--- config.mk ---
export PLATFORM = sky130hd
export DESIGN_NAME = serial_subtractor
export DESIGN_NICKNAME = d
export VERILOG_FILES = /design/src/rtl/serial_subtractor.sv
export SDC_FILE = /design/constraint.sdc
export NUM_CORES = 1
export LEC_CHECK = 0
export ABC_AREA = 1
export ABC_CLOCK_PERIOD_IN_PS = 4300
export CAP_MARGIN = 10
export CORE_UTILIZATION = 55
export CTS_BUF_LIST = sky130_fd_sc_hd__clkbuf_16
export DETAILED_ROUTE_END_ITERATION = 6
export GPL_ROUTABILITY_DRIVEN = 0
export PLACE_DENSITY = 0.83
export SLEW_MARGIN = 10
export SYNTH_ARGS = -nofsm -noshare
export SYNTH_HDL_FRONTEND = slang
export SYNTH_SLANG_ARGS = --single-unit
--- constraint.sdc ---
create_clock -name clk -period 4.3 [get_ports clk]
set_clock_uncertainty 0.15 [all_clocks]
set_input_delay 0.43 -clock clk [delete_from_list [all_inputs] [get_ports clk]]
set_output_delay 0.43 -clock clk [all_outputs]
set_load 0.005 [all_outputs]
--- src/rtl/serial_subtractor.sv ---
// Bit-serial unsigned subtractor: one full-subtractor cell, LSB first, start/done handshake.
// Optional build macro SERIAL_SUB_SATURATE_EN clamps an underflowing result to zero.

module serial_subtractor #(
   parameter int unsigned WIDTH = 8
) (
   input  logic             clk,
   input  logic             rst_n,
   input  logic             start,
   input  logic [WIDTH-1:0] a,
   input  logic [WIDTH-1:0] b,
   output logic             busy,
   output logic             done,
   output logic [WIDTH-1:0] diff,
   output logic             borrow_out
);

   localparam int unsigned CntW = (WIDTH > 1) ? $clog2(WIDTH) : 1;

   localparam logic [0:0] StIdle = 1'b0;
   localparam logic [0:0] StRun  = 1'b1;

   logic [0:0]       state_q;
   logic [WIDTH-1:0] a_q;
   logic [WIDTH-1:0] b_q;
   logic [WIDTH-1:0] res_q;
   logic             borrow_q;
   logic [CntW-1:0]  cnt_q;
   logic             busy_q;
   logic             done_q;
   logic [WIDTH-1:0] diff_q;
   logic             borrow_out_q;

   logic             bit_d;
   logic             borrow_d;
   logic [WIDTH:0]   res_ext;
   logic [WIDTH-1:0] res_d;
   logic [WIDTH-1:0] diff_d;
   logic             last_bit;

   always_comb begin
      bit_d    = a_q[0] ^ b_q[0] ^ borrow_q;
      borrow_d = (~a_q[0] & b_q[0]) | (~(a_q[0] ^ b_q[0]) & borrow_q);
      // New bit enters at the MSB; after WIDTH shifts bit 0 sits at the LSB.
      res_ext  = {bit_d, res_q};
      res_d    = res_ext[WIDTH:1];
      last_bit = (cnt_q == CntW'(WIDTH - 1));
`ifdef SERIAL_SUB_SATURATE_EN
      diff_d   = borrow_d ? '0 : res_d;
`else
      diff_d   = res_d;
`endif
   end

   always_ff @(posedge clk or negedge rst_n) begin
      if (!rst_n) begin
         state_q      <= StIdle;
         a_q          <= '0;
         b_q          <= '0;
         res_q        <= '0;
         borrow_q     <= 1'b0;
         cnt_q        <= '0;
         busy_q       <= 1'b0;
         done_q       <= 1'b0;
         diff_q       <= '0;
         borrow_out_q <= 1'b0;
      end else begin
         done_q <= 1'b0;
         case (state_q)
            StIdle: begin
               if (start) begin
                  a_q      <= a;
                  b_q      <= b;
                  res_q    <= '0;
                  borrow_q <= 1'b0;
                  cnt_q    <= '0;
                  busy_q   <= 1'b1;
                  state_q  <= StRun;
               end
            end
            StRun: begin
               a_q      <= a_q >> 1;
               b_q      <= b_q >> 1;
               res_q    <= res_d;
               borrow_q <= borrow_d;
               cnt_q    <= cnt_q + 1'b1;
               if (last_bit) begin
                  diff_q       <= diff_d;
                  borrow_out_q <= borrow_d;
                  done_q       <= 1'b1;
                  busy_q       <= 1'b0;
                  state_q      <= StIdle;
               end
            end
            default: state_q <= StIdle;
         endcase
      end
   end

   assign busy       = busy_q;
   assign done       = done_q;
   assign diff       = diff_q;
   assign borrow_out = borrow_out_q;

endmodule

# --- Word level (Yosys, flattened, before mapping) ---
# Cells that the tools add are included.
word_totals:
  reg_bits: 40
  latch_bits: 0
  ram_bits: 0
  rom_bits: 0
  input_bits: 19
  out_inout_bits: 11
  elab_cells: 42
  mem_count: 0
classes:
  n_addsub: 1
  multipliers: 0
  div_mod_pow: 0
  magnitude_cmp: 0
  eq_ne: 3
  shifts: 0
  n_mux: 18
  bitwise: 8
  n_reduce_logical: 2
ops:
  columns: ["op", "count"]
  rows:
  - ["8-bit case mux with 2 select lines", 3]
  - ["8-bit two-way mux", 3]
  - ["1-bit two-way mux", 7]
  - ["1-bit case mux with 2 select lines", 3]
  - ["3-bit case mux with 2 select lines", 1]
  - ["2-bit AND reduction", 2]
  - ["3-bit by 1-bit adder with 3-bit output (second input constant)", 1]
  - ["3-bit == test (second input constant)", 1]
  - ["3-bit two-way mux", 1]
  - ["1-bit inverter", 3]
  - ["1-bit bitwise AND", 2]
  - ["2-bit by 1-bit != test with 1-bit output (second input constant)", 1]
  - ["2-bit != test (second input constant)", 1]
  - ["1-bit bitwise XOR", 2]
  - ["1-bit bitwise OR", 1]

# --- Logic depth before layout (Yosys ltp) ---
# Gate-level depths: netlist of run 1.
logic_depth:
  ltp_word: 5
  mapped_depth: 6
  mapped_depth_nobuf: 6

# --- Worst setup path after synthesis of run 1 ---
# No wires, ideal clock.
synth_path:
  path_type: "register -> register"
  startpoint: "reg cnt_q[0]"
  endpoint: "reg borrow_out_q, in the netlist borrow_out"
  setup_ns: 0.126
  arrival_ns: 1.130
  required_ns: 4.024
  slack_ns: 2.894
  stages_incl_launch_ff: 6
  n_path_buf: 1
  period_less_slack_ns: 1.406
  cell_sequence: "dfrtp_1 > ha_1 > ha_1 > nand2_2 > buf_2 > o21ai_0"
synth_via:
  elab_chain_len: 2
synth_rtl:
  columns: ["element", "line", "source"]
  rows:
  - ["from (decl)", "28", "logic [CntW-1:0] cnt_q;"]
  - ["from (signal assigned)", "86", "cnt_q <= cnt_q + 1'b1;"]
  - ["3-bit == test", "47", "last_bit = (cnt_q == CntW'(WIDTH - 1));"]
  - ["2-bit AND reduction (no source line)", null, null]
  - ["to (signal assigned)", "89", "borrow_out_q <= borrow_d;"]
  - ["to (decl)", "32", "logic borrow_out_q;"]
# Every way passes these cells.
# A chain may end at the register's enable or synchronous reset.

# --- Final worst setup path of run 1 ---
layout_path:
  startpoint: "in start"
  endpoint: "reg res_q[6]"
layout_via:
  elab_chain_len: 1
layout_rtl:
  columns: ["element", "line", "source"]
  rows:
  - ["from (decl)", "9", "input logic start,"]
  - ["2-bit != test (no source line)", null, null]
  - ["to (signal assigned)", "84", "res_q <= res_d;"]
  - ["to (decl)", "26", "logic [WIDTH-1:0] res_q;"]
# Every way passes these cells.

==> impl_metrics.tcl, run 1 <==
set metrics [dict create \
    fill_cells 220 \
    worst_pin_slew_ns 0.826 \
    via_count 1283 \
    wire_per_inst_um 13.2 \
    r2r_setup_slack_ns 2.48 \
    start_util_pct 59.1 \
    clk_pin_slew_ns 0.06 \
    wirelength_mm 3.09 \
    max_freq_ghz 0.533 \
    crit_arrival_ns 1.93 \
    clk_latency_ns 0.28 \
    crit_type "in2reg" \
    period_share_pct 43.6 \
    hp-class "in2async" \
    dpl.cell_count 226 \
    final_cells 234 \
    syn-num-nets 198 \
    grt.overflow.total 0 \
    startpoint_type "input pin" \
    synth_area_um2 1660 \
    drv_slew 0 \
    cellPowerDensity_nw_per_um2 705 \
    worstPathMaxFanout 28 \
    globalRouteTotalUtil_pct 22.4 \
    synthCells 175 \
    dieArea_um2 3240 \
    cts_hold_buf 0 \
    cts_tree "built" \
    violations "design-rule violations" \
    h-tree-depth 2 \
    max-cap-violations 0 \
    rr_worst_depth 3 \
    finalPower_mw 1.46 \
    final_common_cell "nand2_1" \
    synth-seq-area-share_pct 58.8 \
    fp.dieW_um 56.9 \
    drc_errors 2 \
    reg2reg_from "state_q$_DFF_PN0_" \
    port_buffers 29 \
    drive_gt1_share_pct 5.91 \
    grt_max_degree 40 \
    finalSetupTns_ns 0 \
    grt_pass1_vias 1201 \
    cts_resized 0 \
    antenna_found_initial 0 \
    cp-end-kind "register" \
    clock-sinks 39 \
    die_h_um 56.9 \
    min_period_ns 1.88 \
    finalSetupViolCount 0 \
    synth-seq-cells 39 \
    dp_hpwl_mm 2.04 \
    io_pins 30 \
    core_um2 2810 \
    grt_pass1_wl_mm 5.32 \
    syn_area_per_cell_um2 9.48 \
    outcome "finished, violations left" \
    cts_made_buffers 5 \
    dr.pass1.iters 7 \
    detail-route-antenna-nets 0 \
    slew_headroom_pct 44.9 \
    viasPerCell 5.48 \
    p_leak_nw 1.00 \
    clockBufferDepth 2 \
    rows 19 \
    dr.first_iter.drc_count 76 \
    hold_violations 0 \
    mostFrequentLayoutCells "60 x nand2_1, 39 x dfrtp_1, 30 x nand3_1, 28 x clkdlybuf4s50_1, 13 x o21ai_0" \
    area_delta_synth_final_pct 24.7 \
    vdd_drop_max_mv 0.416 \
    post_cts_buffers 0 \
    ys_warn_count 0 \
    rsz0062_at_grt "false" \
    final_nets 225 \
    whs_ns 0.0961 \
    cp.required_ns 4.35 \
    rr_endpoint "b_q[2]$_DFFE_PN0P_" \
    cts_root_buf "clkbuf_16" \
    antenna_cells 0 \
    ys_types 17 \
]
## metrics by stage
step	util, %	cell area (um2)	worst slack [ns]
floorplan	-	1660	2.89
global placement	67.9	1900	2.24
detailed placement	67.9	1900	2.16
CTS	73.7	2070	2.46
global route	73.7	2070	2.30
finish	73.7	2070	2.42
## cell usage after synthesis, drive strengths merged
cell type / instances / share of area (%)
ha: 3 / 2.3
fa: 1 / 1.2
inv: 12 / 2.7
a21boi: 1 / 0.45
buf: 9 / 4.8
dfrtp: 39 / 59
nand2: 61 / 14
o21ai: 17 / 5.4
nor2: 2 / 1.4
nand3: 30 / 9.0
## power breakdown
part | internal, mW | switching (mW) | total, mW
clock | 0.270 | 0.142 | 0.413
combinational | 0.202 | 0.217 | 0.419
sequential | 0.519 | 0.108 | 0.627
total | 0.991 | 0.467 | 1.46
## state kept, by name, indices dropped and copies added (netlist names)
register / cells
a_q: 8
cnt_q: 3
b_q: 8
diff: 8
done: 1
res_q: 7
busy: 1
state_q: 1
borrow_q: 1
borrow_out: 1
## metal layers
metal	global-route usage, %	routed length, um	share of wire (%)	vias to the layer above
met4	13.6	90	2.9	0
li1	-	-	-	612
met5	0	0	0	-
met3	5.53	129	4.2	8
met1	28.7	1300	42	631
met2	34.6	1560	51	32
## critical path, cell delays in order
cell,delay (ns)
clkdlybuf4s50_1,0.79
nor2_8,0.49
nand2_1,0.11
o21ai_1,0.11
## worst max path at each step
| stage | startpoint | end | slack [ns] | cells after the start |
|---|---|---|---|---|
| 2_1_floorplan | cnt_q[0]$_DFFE_PN0P_ | borrow_out$_DFFE_PN0P_ | 2.89 | 5 |
| 3_3_place_gp | start | res_q[7]$_DFFE_PN0P_ | 2.24 | 4 |
| 3_5_place_dp | start | res_q[6]$_DFFE_PN0P_ | 2.16 | 4 |
| 4_1_cts | start | res_q[6]$_DFFE_PN0P_ | 2.46 | 4 |
| 5_1_grt | start | res_q[6]$_DFFE_PN0P_ | 2.30 | 4 |
| 6_report | start | res_q[6]$_DFFE_PN0P_ | 2.42 | 4 |
## cells by family after synthesis
logic type / synth area share (%)
buffers and inverters: 7.47
DFF: 58.8
AOI/OAI and AO/OA: 5.81
adders and majority gates: 3.47
and+or+nand+nor: 24.4
## cell type report
| cell class | count | area (um2) | area share (%) |
|---|---|---|---|
| Timing Repair Buffer | 29 | 285 | 13.8 |
| Clock inverter | 3 | 38.8 | 1.88 |
| Sequential cell | 39 | 976 | 47.2 |
| Tap cell | 31 | 38.8 | 1.88 |
| Clock buffer | 5 | 125 | 6.05 |
| Multi-Input combinational cell | 115 | 559 | 27.0 |
| Inverter | 12 | 45.0 | 2.18 |
No activity file was read; power rests on OpenSTA's default activity.
==> inputs of run 2 (changes only) <==
Settings changed: ABC_CLOCK_PERIOD_IN_PS 4300 to 1750, CORE_UTILIZATION 55 to 51, PLACE_DENSITY 0.83 to 0.78.
Clock period 4.3 ns to 1.75 ns, I/O delays scaled along.
==> impl_metrics.tcl, run 2 (synthesis gave the netlist of run 1 again) <==
set metrics [dict create \
    outcome "finished, final reports clean" \
    mostFrequentLayoutCells "60 x nand2_1, 39 x dfrtp_1, 30 x nand3_1, 28 x clkdlybuf4s50_1, 13 x o21ai_0" \
    dp_hpwl_mm 2.12 \
    hold_violations 0 \
    cts_tree "built" \
    cp-startpoint "cnt_q[0]$_DFFE_PN0P_" \
    max-cap-violations 0 \
    path_depth 6 \
    antenna_found_initial 0 \
    crit_end "diff[0]$_DFFE_PN0P_" \
    crit_buf_inv 1 \
    cp_slowest_cell "dfrtp_1" \
    hp-class "in2async" \
    clockBufferDepth 2 \
    grt_pass1_wl_mm 5.24 \
    worst_pin_slew_ns 0.544 \
    finalSetupViolCount 0 \
    finalSetupTns_ns 0 \
    vdd_drop_max_mv 0.842 \
    cts_root_buf "clkbuf_16" \
    slowest_delay_ns 0.39 \
    whs_ns 0.275 \
    cp.required_ns 1.77 \
    cts_hold_buf 1 \
    cts_made_buffers 5 \
    drc_errors 0 \
    reg2reg_from "cnt_q[0]$_DFFE_PN0P_" \
    cp-end-kind "register" \
    rr_endpoint "diff[0]$_DFFE_PN0P_" \
    drv_slew 0 \
    port_buffers 29 \
    rr_worst_depth 6 \
    grt_max_degree 29 \
    post_cts_buffers 0 \
    startpoint_type "register" \
    dr.pass1.iters 4 \
    final_nets 230 \
    grt_pass1_vias 1208 \
    r2r_setup_slack_ns 0.20 \
    grt.overflow.total 0 \
    worstPathMaxFanout 18 \
    rows 20 \
    min_period_ns 1.55 \
    area_delta_synth_final_pct 26.6 \
    clock-sinks 39 \
    io_pins 30 \
    worstPathCellList "ha_1, ha_1, nand2_2, inv_1, nand2_1, nand2_1" \
    cellPowerDensity_nw_per_um2 1640 \
    p_leak_nw 1.02 \
    max_freq_ghz 0.646 \
    cts_resized 0 \
    h-tree-depth 2 \
    die_h_um 59.0 \
    period_share_pct 88.5 \
    core_um2 3080 \
    slew_headroom_pct 63.7 \
    dpl.cell_count 243 \
    globalRouteTotalUtil_pct 20.8 \
    detail-route-antenna-nets 0 \
    start_util_pct 53.9 \
    viasPerCell 5.04 \
    rsz0062_at_grt "false" \
    crit_type "reg2reg" \
    wirelength_mm 3.05 \
    drive_gt1_share_pct 8.17 \
    antenna_cells 0 \
    final_cells 252 \
    dr.first_iter.drc_count 118 \
    wire_per_inst_um 12.1 \
    crit_arrival_ns 1.57 \
    clk_pin_slew_ns 0.05 \
    cp_top_family "adder cells" \
    clk_latency_ns 0.28 \
    final_common_cell "nand2_1" \
    dieArea_um2 3490 \
    fp.dieW_um 59.0 \
    via_count 1270 \
]
-- run 2: report_power, final --
part | switching, mW | leakage [nW] | internal (mW)
clock | 0.329 | 0.0733 | 0.519
sequential | 0.225 | 0.501 | 1.28
combinational | 0.571 | 0.443 | 0.523
-- run 2: worst min-delay path by stage --
stage	slack, ns	to	cells after the start
2_1_floorplan	-0.27	a_q[0]$_DFFE_PN0P_	0
3_3_place_gp	0.03	diff[2]$_DFFE_PN0P_	1
3_5_place_dp	0.04	diff[1]$_DFFE_PN0P_	1
4_1_cts	0.29	diff[0]$_DFFE_PN0P_	2
5_1_grt	0.33	diff[0]$_DFFE_PN0P_	2
6_report	0.28	diff[1]$_DFFE_PN0P_	2
-- run 2: layout make-up --
class | count | area [um2]
well taps | 44 | 55.1
fillers | 249 | 977
clock buffers | 5 | 125
repair buffers | 34 | 325
flip-flops and latches | 39 | 976
clock inverters | 3 | 15.0
inverters | 12 | 45.0
multi-input cells | 115 | 559
-- run 2: per-stage QoR --
stage               cell area (um2)  setup WS (ns)  utilization (%)  total power, mW
floorplan                      1660          0.344                -             2.21
global placement               1950          0.209             63.4             2.54
detailed placement             1950          0.208             63.4             2.60
CTS                            2100          0.200             68.3             3.48
global route                   2100         0.0954             68.3             3.72
finish                         2100          0.202             68.3             3.44
-- run 2: metal layers --
| metal | global-route usage [%] | part of all wire [%] | up-vias |
|---|---|---|---|
| met2 | 34.9 | 51 | 36 |
| met1 | 24.9 | 43 | 605 |
| met4 | 9.18 | 1.2 | 0 |
| li1 | - | - | 624 |
| met5 | 0 | 0 | - |
| met3 | 5.90 | 4.5 | 5 |
-- run 2: worst register-to-register path, delay by kind of cell (launching register included) --
family | cells | cell delay [ns]
adder cells (fa/ha/maj) | 2 | 0.43
buffers and inverters | 1 | 0.12
flip-flops | 1 | 0.39
AND/OR/NAND/NOR | 3 | 0.36
==> variant 1: new RTL, flow settings as in run 2 <==
Register the output `diff` once more; this adds one clock of latency there. The other outputs are not delayed to match.
--- a/src/rtl/serial_subtractor.sv
+++ b/src/rtl/serial_subtractor.sv
@@ -100,5 +100,7 @@
    assign busy       = busy_q;
    assign done       = done_q;
-   assign diff       = diff_q;
+   always_ff @(posedge clk) begin
+      diff <= diff_q;
+   end
    assign borrow_out = borrow_out_q;
 
Function: changed (Yosys sat finds a counterexample within 10 cycles, from zero or initial values and one cycle with rst_n low).
==> variant 1 against run 2 <==
Final cell count up 4.8%. Worst setup slack better by 0.039 ns. Sequential cell count is 8 higher. Area after synthesis rose by 7.9%. Total power grew 11%. Global-route usage is 0.83 points lower. Wire length is 2.2% higher. First-iteration DRC count is 25% lower. Design area increased by 8.6%. Critical path type unchanged. Critical endpoint is now diff_q[6]. Largest cell class unchanged.
==> variant 1: results (changes against run 2) <==
| Metric | Value |
|---|---|
| Peak VDD IR | 0.843 mV (+0.17%) |
| RR Endpoint | diff_q[6] |
| GR Util met3 | 4.83% (-1.1 points) |
| Vias post-DR | 1329 (+4.6%) |
| Vias in the first global route | 1233 (+2.1%) |
| DR WL met3 | 139 um (+2.2%) |
| Post-synth net total | 207 (+4.5%) |
| Critical Path Fanout Max | 17 (-1) |
| Top post-synthesis cells by area | dfrtp_1, nand2_1, dfxtp_1, nand3_1, o21ai_1 |
| Placed Cells | 255 (+4.9%) |
| Sequential share of the synthesized area | 63.5% (+4.6 points) |
| Clock-pin slew on the worst setup and hold paths | 0.07 ns (+0.02 ns) |
| Wire length on met1 | 1420 um (+8.6%) |
| Pin count of the biggest net entering global routing | 26 (-10%) |
| Lkg Pwr | 1.08 nW (+5.9%) |
| Longest Clk Path Bufs | 2 (unchanged) |
| Met1 Usage GRT | 26.0% (+1.1 points) |
| WHS | 0.216 ns (-0.0590 ns) |
| P_seq | 0.00179 W (+19%) |
| Final wirelength | 3110 um (+2.2%) |
| Tightest Pin Transition | 0.447 ns (-0.0969 ns) |
| Hpwl dp | 2160 um (+1.9%) |
| Mapped Avg Cell Area | 9.73 um^2 (+2.6%) |
| Synth top cells by count | nand2_1, dfrtp_1, nand3_1 |
| FF-to-FF setup slack | 0.24 ns (+0.04 ns) |
| Met2 routed WL | 1510 um (-3.8%) |
| Status | complete, no violations |
-- variant 1: changes by cell type after synthesis, sizes merged --
cell           run 2  this run
inv               12        11
o21ai             17        15
dfxtp              0         8
buf                9         8
nand2             61        65
clkbuf             0         1
-- variant 1: cell families after synthesis --
family                   synth area share (%)
buffers and inverters                    5.73
AND/OR/NAND/NOR                          23.0
adder cells (fa/ha/maj)                  3.21
flip-flops                               63.5
AO/OA/AOI/OAI                            4.61
-- variant 1: layout make-up --
| type | instances | area (um^2) |
|---|---|---|
| fillers | 263 | 1060 |
| repair buffers | 35 | 345 |
| well taps | 46 | 57.6 |
| flip-flops and latches | 47 | 1140 |
| inverters | 11 | 41.3 |
| clock buffers | 5 | 125 |
| multi-input cells | 117 | 552 |
| clock inverters | 3 | 23.8 |
-- variant 1: timing repair --
| action | 4_1_cts | 5_1_grt |
|---|---|---|
| endpoints found under the hold margin | 18 | 0 |
| hold buffers | 1 | 0 |
| setup endpoints to repair | 0 | 0 |
-- variant 1: worst max-delay path: cells and delay by family, from the launching register on --
kind / cells / cell delay (ns)
simple gates: 3 / 0.35
fa+ha+maj: 2 / 0.41
flops: 1 / 0.40
buf+inv: 1 / 0.09
-- variant 1: worst max path at each step --
stage | endpoint | cells after the start
floorplan | diff_q[5] | 6
global placement | diff_q[6] | 6
detailed placement | diff_q[6] | 6
CTS | diff_q[6] | 6
global route | diff_q[0] | 6
finish | diff_q[6] | 6
-- variant 1: per-stage QoR --
stage                     power (W)  worst slack [ns]  area (um^2)
after floorplan             0.00248             0.325         1790
after global placement      0.00286             0.286         2120
after detailed placement    0.00293             0.255         2120
after CTS                   0.00387             0.239         2280
after global routing        0.00412             0.153         2280
final                       0.00383             0.240         2280
==> variant 2: new RTL, settings of run 2 <==
Made on the original files. Set the parameter `WIDTH` to 16 (it was 8).
--- a/src/rtl/serial_subtractor.sv
+++ b/src/rtl/serial_subtractor.sv
@@ -3,5 +3,5 @@
 
 module serial_subtractor #(
-   parameter int unsigned WIDTH = 8
+   parameter int unsigned WIDTH = 16
 ) (
    input  logic             clk,
Ports: changed (resized a, b and diff); port bits go from 30 to 54. No check against the original RTL was run, so the function may have changed too.
==> variant 2 against run 2 <==
Wire length grew 82%. Clock power grew 110%. Total power grew 87%. Design area grew 86%. Worst setup slack gained 0.012 ns. Area after synthesis grew 83%. Die area grew 80%. Sequential share of layout area shrank 0.27 points. Sequential cell count grew 33.
==> variant 2: results (changes against run 2) <==
| Metric | Value |
|---|---|
| Port Buf Inserts | 53 (+83%) |
| Worst path slowest cell | clkdlybuf4s50_1 |
| Vias in the first global route | 2165 (+79%) |
| Iteration-0 DRC Markers | 131 (+11%) |
| Distinct cells, synth | 21 (+4) |
| Tightest Pin Transition | 0.365 ns (-0.178 ns) |
| Placement-stage cell area | 3600 um^2 (+85%) |
| Worst slack, placed | 0.139 ns (-0.0690 ns) |
| Final nets | 425 (+85%) |
| Status | complete, no violations |
| DR WL met3 | 251 um (+85%) |
| Standard-cell row count | 27 (+35%) |
| Plain + repair buffers | 61 (+79%) |
| Final Cell Area | 3900 um^2 (+86%) |
| Length in cells of the worst reg-to-reg path | 5 (-1) |
| Layout cells sized above 1 | 10.4% (+2.3 points) |
| Peak VDD IR | 0.884 mV (+5.1%) |
| Num CTS Buffers | 9 (+4) |
| Wire length on met1 | 2560 um (+96%) |
| P_clk | 0.00175 W (+110%) |
| Lkg Pwr | 1.93 nW (+90%) |
| Vias post-DR | 2271 (+79%) |
| ClkCell Share | 7.38% (+0.71 points) |
| Filler cells | 453 (+82%) |
| Signal buf overhead | 15.4% (-0.091 points) |
| Slowest stage delay, CP | 0.51 ns (+0.12 ns) |
-- variant 2: changes by cell type in the layout (fill, tap and decap cells not counted), sizes merged, moves of 2 or more --
cell                  run 2  this run
buf                       5         8
clkinvlp                  0         2
dfrtp                    39        72
nor2                      2         5
o22ai                     0        14
nand3                    30        32
ha                        3         1
clkdlybuf4s50            28        52
nand2                    61       162
o21ai                    17         4
clkbuf                    5         9
inv                      12        24
-- variant 2: path summary, 6_finish.rpt --
| kind | from | endpoint | slack (ns) |
|---|---|---|---|
| worst max-delay path | busy | busy | 0.21 |
| worst min register to register | diff[5] | diff[5] | 0.31 |
| max in group asynchronous | rst_n | res_q[4] | 0.70 |
| worst min-delay path | rst_n | diff[9] | 0.15 |
| min in group clk | a[15] | a_q[15] | 0.23 |
| worst max register to register | state_q | borrow_out | 0.30 |
-- variant 2: worst reg2reg max path, delay by kind of cell, from the launching register on --
family,cells,cell delay [ns]
buffers and inverters,1,0.24
DFF,1,0.56
and+or+nand+nor,4,0.45
